--- config.mk ---
export PLATFORM = sky130hd
export DESIGN_NAME = alu_op_sequencer
export DESIGN_NICKNAME = d
export VERILOG_FILES = /design/src/rtl/alu_op_sequencer.sv
export SDC_FILE = /design/constraint.sdc
export NUM_CORES = 1
export LEC_CHECK = 0
export BUFFER_PORTS_ARGS = -buffer_cell sky130_fd_sc_hd__buf_2
export CORE_ASPECT_RATIO = 1.5
export CORE_MARGIN = 2
export CORE_UTILIZATION = 35
export DETAILED_ROUTE_END_ITERATION = 6
export PLACE_DENSITY = 0.72
export SETUP_SLACK_MARGIN = 0.1
export SKIP_CTS_REPAIR_TIMING = 1
export SLEW_MARGIN = 0
export SYNTH_ARGS = -nofsm -noshare
export SYNTH_HDL_FRONTEND = slang
export SYNTH_SLANG_ARGS = --single-unit
--- constraint.sdc ---
create_clock -name clk -period 2 [get_ports clk]
set_clock_uncertainty 0.15 [all_clocks]
set_input_delay 0.5 -clock clk [delete_from_list [all_inputs] [get_ports clk]]
set_output_delay 0.5 -clock clk [all_outputs]
set_load 0.005 [all_outputs]
--- src/rtl/alu_op_sequencer.sv ---
// alu_op_sequencer: request-side front end of the 8-bit ALU datapath.
// Takes one {op, a, b, cin} request at a time, drives the shared operand bus
// and the adder / subtracter / Booth multiplier / SRT divider control pins,
// sequences the selected unit, captures its result and returns it over a
// valid/ready response channel.
// Optional build macro: ALU_SEQ_FLAGS_EN adds {zero, negative} response flags;
// without it rsp_flags is tied to 2'b00 and no flag logic exists.
module alu_op_sequencer #(
  parameter int MULT_RST_CYCLES = 1,
  parameter int MULT_CYCLES     = 11,
  parameter int DIV_TIMEOUT     = 32
) (
  input  logic        clk,
  input  logic        rst,
  input  logic        req_valid,
  output logic        req_ready,
  input  logic [1:0]  req_op,
  input  logic [7:0]  req_a,
  input  logic [7:0]  req_b,
  input  logic        req_cin,
  output logic [7:0]  op_a,
  output logic [7:0]  op_b,
  output logic        op_cin,
  input  logic [7:0]  add_sum,
  input  logic        add_cout,
  input  logic [7:0]  sub_diff,
  input  logic        sub_borrow,
  output logic        mult_rst,
  input  logic [15:0] mult_product,
  output logic        div_start,
  input  logic        div_busy,
  input  logic [7:0]  div_quotient,
  input  logic [7:0]  div_remainder,
  output logic        rsp_valid,
  input  logic        rsp_ready,
  output logic [15:0] rsp_result,
  output logic        rsp_err,
  output logic [1:0]  rsp_flags
);

  localparam logic [1:0] OP_ADD = 2'b00;
  localparam logic [1:0] OP_SUB = 2'b01;
  localparam logic [1:0] OP_MUL = 2'b10;
  localparam logic [1:0] OP_DIV = 2'b11;

  // One shared counter serves the multiplier reset/run phases and the divider wait.
  localparam int CNT_MAX0 = (MULT_CYCLES > DIV_TIMEOUT) ? MULT_CYCLES : DIV_TIMEOUT;
  localparam int CNT_MAX  = (MULT_RST_CYCLES > CNT_MAX0) ? MULT_RST_CYCLES : CNT_MAX0;
  localparam int CNT_W    = $clog2(CNT_MAX + 1);

  typedef enum logic [2:0] {
    S_IDLE, S_EXEC, S_MULT_RST, S_MULT_RUN, S_DIV_START, S_DIV_ARM, S_DIV_WAIT, S_RESP
  } state_t;

  state_t           state;
  logic [1:0]       op_q;
  logic [CNT_W-1:0] cnt;
  logic [15:0]      exec_res;

  // Adder/subtracter result as presented to the response channel.
  always_comb begin
    exec_res = (op_q == OP_ADD) ? {7'b0, add_cout, add_sum} : {7'b0, sub_borrow, sub_diff};
  end

`ifdef ALU_SEQ_FLAGS_EN
  logic [1:0] flags_q;
  logic [1:0] exec_flags;
  logic [1:0] mul_flags;
  logic [1:0] div_flags;
  logic [7:0] exec_lo;

  // {zero, negative} per unit; the divider is unsigned so never negative.
  always_comb begin
    exec_lo    = (op_q == OP_ADD) ? add_sum : sub_diff;
    exec_flags = {exec_lo == 8'd0, exec_lo[7]};
    mul_flags  = {mult_product == 16'd0, mult_product[15]};
    div_flags  = {div_quotient == 8'd0, 1'b0};
  end

  assign rsp_flags = flags_q;
`else
  assign rsp_flags = 2'b00;
`endif

  // Sequencer FSM; every control pin and response field is registered here.
  always_ff @(posedge clk or negedge rst) begin
    if (!rst) begin
      state      <= S_IDLE;
      op_q       <= OP_ADD;
      cnt        <= '0;
      req_ready  <= 1'b0;
      op_a       <= 8'd0;
      op_b       <= 8'd0;
      op_cin     <= 1'b0;
      mult_rst   <= 1'b0;
      div_start  <= 1'b0;
      rsp_valid  <= 1'b0;
      rsp_result <= 16'd0;
      rsp_err    <= 1'b0;
`ifdef ALU_SEQ_FLAGS_EN
      flags_q    <= 2'b00;
`endif
    end else begin
      case (state)
        S_IDLE: begin
          mult_rst  <= 1'b1;
          req_ready <= 1'b1;
          if (req_valid && req_ready) begin
            req_ready <= 1'b0;
            op_a      <= req_a;
            op_b      <= req_b;
            op_cin    <= (req_op == OP_ADD) ? req_cin : 1'b0;
            op_q      <= req_op;
            cnt       <= '0;
            case (req_op)
              OP_ADD, OP_SUB: state <= S_EXEC;
              OP_MUL: begin
                state    <= S_MULT_RST;
                mult_rst <= 1'b0;
              end
              default: begin
                if (req_b == 8'd0) begin
                  // Divide by zero never reaches the divider.
                  state      <= S_RESP;
                  rsp_valid  <= 1'b1;
                  rsp_result <= 16'd0;
                  rsp_err    <= 1'b1;
`ifdef ALU_SEQ_FLAGS_EN
                  flags_q    <= 2'b00;
`endif
                end else begin
                  state     <= S_DIV_START;
                  div_start <= 1'b1;
                end
              end
            endcase
          end
        end
        S_EXEC: begin
          rsp_result <= exec_res;
          rsp_err    <= 1'b0;
          rsp_valid  <= 1'b1;
`ifdef ALU_SEQ_FLAGS_EN
          flags_q    <= exec_flags;
`endif
          state      <= S_RESP;
        end
        S_MULT_RST: begin
          if (cnt == CNT_W'(MULT_RST_CYCLES - 1)) begin
            cnt      <= '0;
            mult_rst <= 1'b1;
            state    <= S_MULT_RUN;
          end else begin
            cnt <= cnt + 1'b1;
          end
        end
        S_MULT_RUN: begin
          if (cnt == CNT_W'(MULT_CYCLES - 1)) begin
            rsp_result <= mult_product;
            rsp_err    <= 1'b0;
            rsp_valid  <= 1'b1;
`ifdef ALU_SEQ_FLAGS_EN
            flags_q    <= mul_flags;
`endif
            state      <= S_RESP;
          end else begin
            cnt <= cnt + 1'b1;
          end
        end
        S_DIV_START: begin
          div_start <= 1'b0;
          state     <= S_DIV_ARM;
        end
        S_DIV_ARM: begin
          // Give div_busy a cycle to rise before it is trusted.
          cnt   <= '0;
          state <= S_DIV_WAIT;
        end
        S_DIV_WAIT: begin
          if (!div_busy) begin
            rsp_result <= {div_remainder, div_quotient};
            rsp_err    <= 1'b0;
            rsp_valid  <= 1'b1;
`ifdef ALU_SEQ_FLAGS_EN
            flags_q    <= div_flags;
`endif
            state      <= S_RESP;
          end else if (cnt == CNT_W'(DIV_TIMEOUT - 1)) begin
            rsp_result <= 16'd0;
            rsp_err    <= 1'b1;
            rsp_valid  <= 1'b1;
`ifdef ALU_SEQ_FLAGS_EN
            flags_q    <= 2'b00;
`endif
            state      <= S_RESP;
          end else begin
            cnt <= cnt + 1'b1;
          end
        end
        S_RESP: begin
          if (rsp_ready) begin
            rsp_valid <= 1'b0;
            req_ready <= 1'b1;
            state     <= S_IDLE;
          end
        end
        default: state <= S_IDLE;
      endcase
    end
  end

endmodule

==> impl_metrics.tcl <==
set metrics [dict create \
    portBuffers 111 \
    synth_top_area_share_pct 46.2 \
    end_kind "flip-flop" \
    cts_buffer_depth 2 \
    p_sw_share_pct 39.3 \
    synth_adder_area_share_pct 1.41 \
    met1Wirelength_mm 2.98 \
    dp.cells 483 \
    synth.most_common_cell "dfrtp_1" \
    ios 114 \
    drtAntennaViolNets 0 \
    wl_met2_mm 4.52 \
    finalSetupViolCount 9 \
    wl_mm 8.14 \
    p_per_area_nw_per_um2 1390 \
    cts_tree "built" \
    synth_edf_count 0 \
    numCtsBuffers 5 \
    start_util_pct 36.5 \
    switchingPower_mw 2.24 \
    synthTopCellsByCount "dfrtp_1, nand2_1, o21ai_0, mux2_2, a22o_1" \
    wl_met3_um 434 \
    drive_gt1_share_pct 58.7 \
    fmax_mhz 495 \
    synth_top_family_by_area "compound AO/OA/AOI/OAI gates" \
    synth_top_cell_by_area "dfrtp_1" \
    dieWidth_um 75.1 \
    path_class "in2reg" \
    final.setup.tns_ns -0.0889 \
    vias 2621 \
    max_cap_violations 0 \
    hpwlAfterDp_mm 5.66 \
    synthMuxAreaShare_pct 11.8 \
    vdd_drop_max_v 0.000613 \
    syn_to_final_growth_pct 54.5 \
    avgViaCountPerCell 5.22 \
    coreArea_um2 7270 \
    finalWorstSetupSlack_ns -0.0222 \
    final_nets 478 \
    grt_use_total_pct 18.3 \
    antenna_found_initial 0 \
    finalMaxSlewViolations 0 \
    cts_max_level 2 \
    async_flop_share_pct 100 \
    synth_area_leaders "dfrtp_1, mux2_2, a22o_1" \
    hold_violations 0 \
    synth-compound-area-share_pct 22.2 \
    crit_fanout 5 \
    internal-power_mw 3.46 \
    drtPass1Iterations 4 \
    place_congestion 0.849 \
    drt_iter0_markers 97 \
    clk_pin_slew_ns 0.09 \
    violations "negative setup slack" \
    yosys_warnings 0 \
    critPathArrivalTime_ns 2.08 \
    post_drt_wl_per_cell_um 16.2 \
    synth_simple_gate_area_share_pct 13.6 \
    power.leakage_nw 2.00 \
    finalNonFillerCells 502 \
    synth_cell_type_count 47 \
    startpoint_type "primary input" \
    min_path_type "in2async" \
    clockPowerShare_pct 15.1 \
    layout_worst_path_cycle_share_pct 101 \
    hold_ws_ns 0.00583 \
    die_area_um2 8310 \
    synth_xor_area_share_pct 0 \
    fp-row-count 38 \
    grt_overflow 0 \
    period_needed_ns 2.02 \
    p_comb_share_pct 56.5 \
    rsz0062_at_grt "yes" \
    grt_pass1_wl_mm 11.9 \
    cts_root_buf "clkbuf_8" \
    syn_area_um2 2650 \
    antenna_cells 0 \
    synth_top_flop_cell "dfrtp_1" \
    dp_slack_ns -0.406 \
    drcViolationCount 0 \
    status "finished, violations left" \
    syn_avg_cell_area_um2 10.4 \
    sequentialPowerShare_pct 28.4 \
    required_ns 2.06 \
    synth-seq-area-share_pct 46.2 \
    die_y_um 111 \
    ys_ff_latch 49 \
    routed.top_layer "met4" \
    clock-sinks 49 \
    syn_inst 256 \
    grt_max_degree 50 \
    clock_latency_ns 0.31 \
    grt_pass1_vias 2680 \
]
[power by group through the flow]
stage          registers (mW)  clock network, mW  logic, mW
6_report                 1.62              0.860       3.22
3_3_place_gp             1.60                  0       2.40
2_1_floorplan            1.59                  0       1.47
4_1_cts                  1.59              0.874       2.47
3_5_place_dp             1.61                  0       2.46
5_1_grt                  1.66              0.915       3.47
[state kept, by name, summed over array words and instances, names as in the netlist]
signal	cells
cnt	6
div_start	1
mult_rst	1
op_a	8
op_b	8
op_cin	1
op_q	2
req_ready	1
rsp_err	1
rsp_result	16
rsp_valid	1
state	3
[cell families (layout without fill, tap and decap cells)]
group                      Yosys count  count (layout)
buffers and inverters               25             170
muxes                               29              29
and+or+nand+nor                     67              67
adders and majority gates            3               3
DFF                                 49              49
AOI/OAI and AO/OA                   82              82
other                                1               2
[cell usage in the layout, fill, tap and decap left out, drive strengths merged, types with 3 or more instances in the layout]
cell type  instances
buf              156
dfrtp             49
nand2             26
o21ai             23
mux2              19
a22o              18
nor2              13
mux2i             10
a21oi             10
a32oi              7
inv                7
o2bb2ai            7
clkbuf             5
nor4               4
nor2b              4
o31ai              4
nand3              4
nor3               3
nand2b             3
ha                 3
[critical path, stage by stage]
cell and delay, ns:
buf_8 0.10, nor4_4 0.32, nand2_2 0.11, or4_4 0.43
a21o_4 0.26, buf_4 0.15, a22o_1 0.22
[layer usage]
metal | global-route usage, % | vias to the layer above
met2 | 33.6 | 99
met5 | 0 | -
met3 | 3.74 | 19
met4 | 7.14 | 0
li1 | - | 1243
met1 | 19.2 | 1260
[final timing paths]
check / from / endpoint / slack [ns] / cells past startpoint
max: req_b[5] / rsp_result[6] / -0.02 / 7
max in group asynchronous: rst / cnt[1] / 1.43 / 2
min in group clk: req_a[6] / op_a[6] / 0.26 / 2
min reg2reg: rsp_valid / rsp_valid / 0.34 / 2
min: rst / rsp_result[2] / 0.006 / 2
max reg2reg: state[1] / cnt[3] / 0.02 / 6
[final cells by class]
class / instances / area, um^2
multi-input cells: 183 / 1620
well taps: 100 / 125
flip-flops and latches: 49 / 1230
repair buffers: 156 / 967
fillers: 624 / 3170
clock buffers: 5 / 68.8
inverters: 6 / 22.5
clock inverters: 3 / 68.8
[per-stage QoR]
stage	power, mW	area (um^2)	util [%]
2_1_floorplan	3.06	2670	-
3_3_place_gp	3.99	3530	48.5
3_5_place_dp	4.07	3530	48.5
4_1_cts	4.94	3670	50.4
5_1_grt	6.04	4100	56.4
6_report	5.70	4100	56.4
Note: power is estimated with default switching activity, not from simulation.
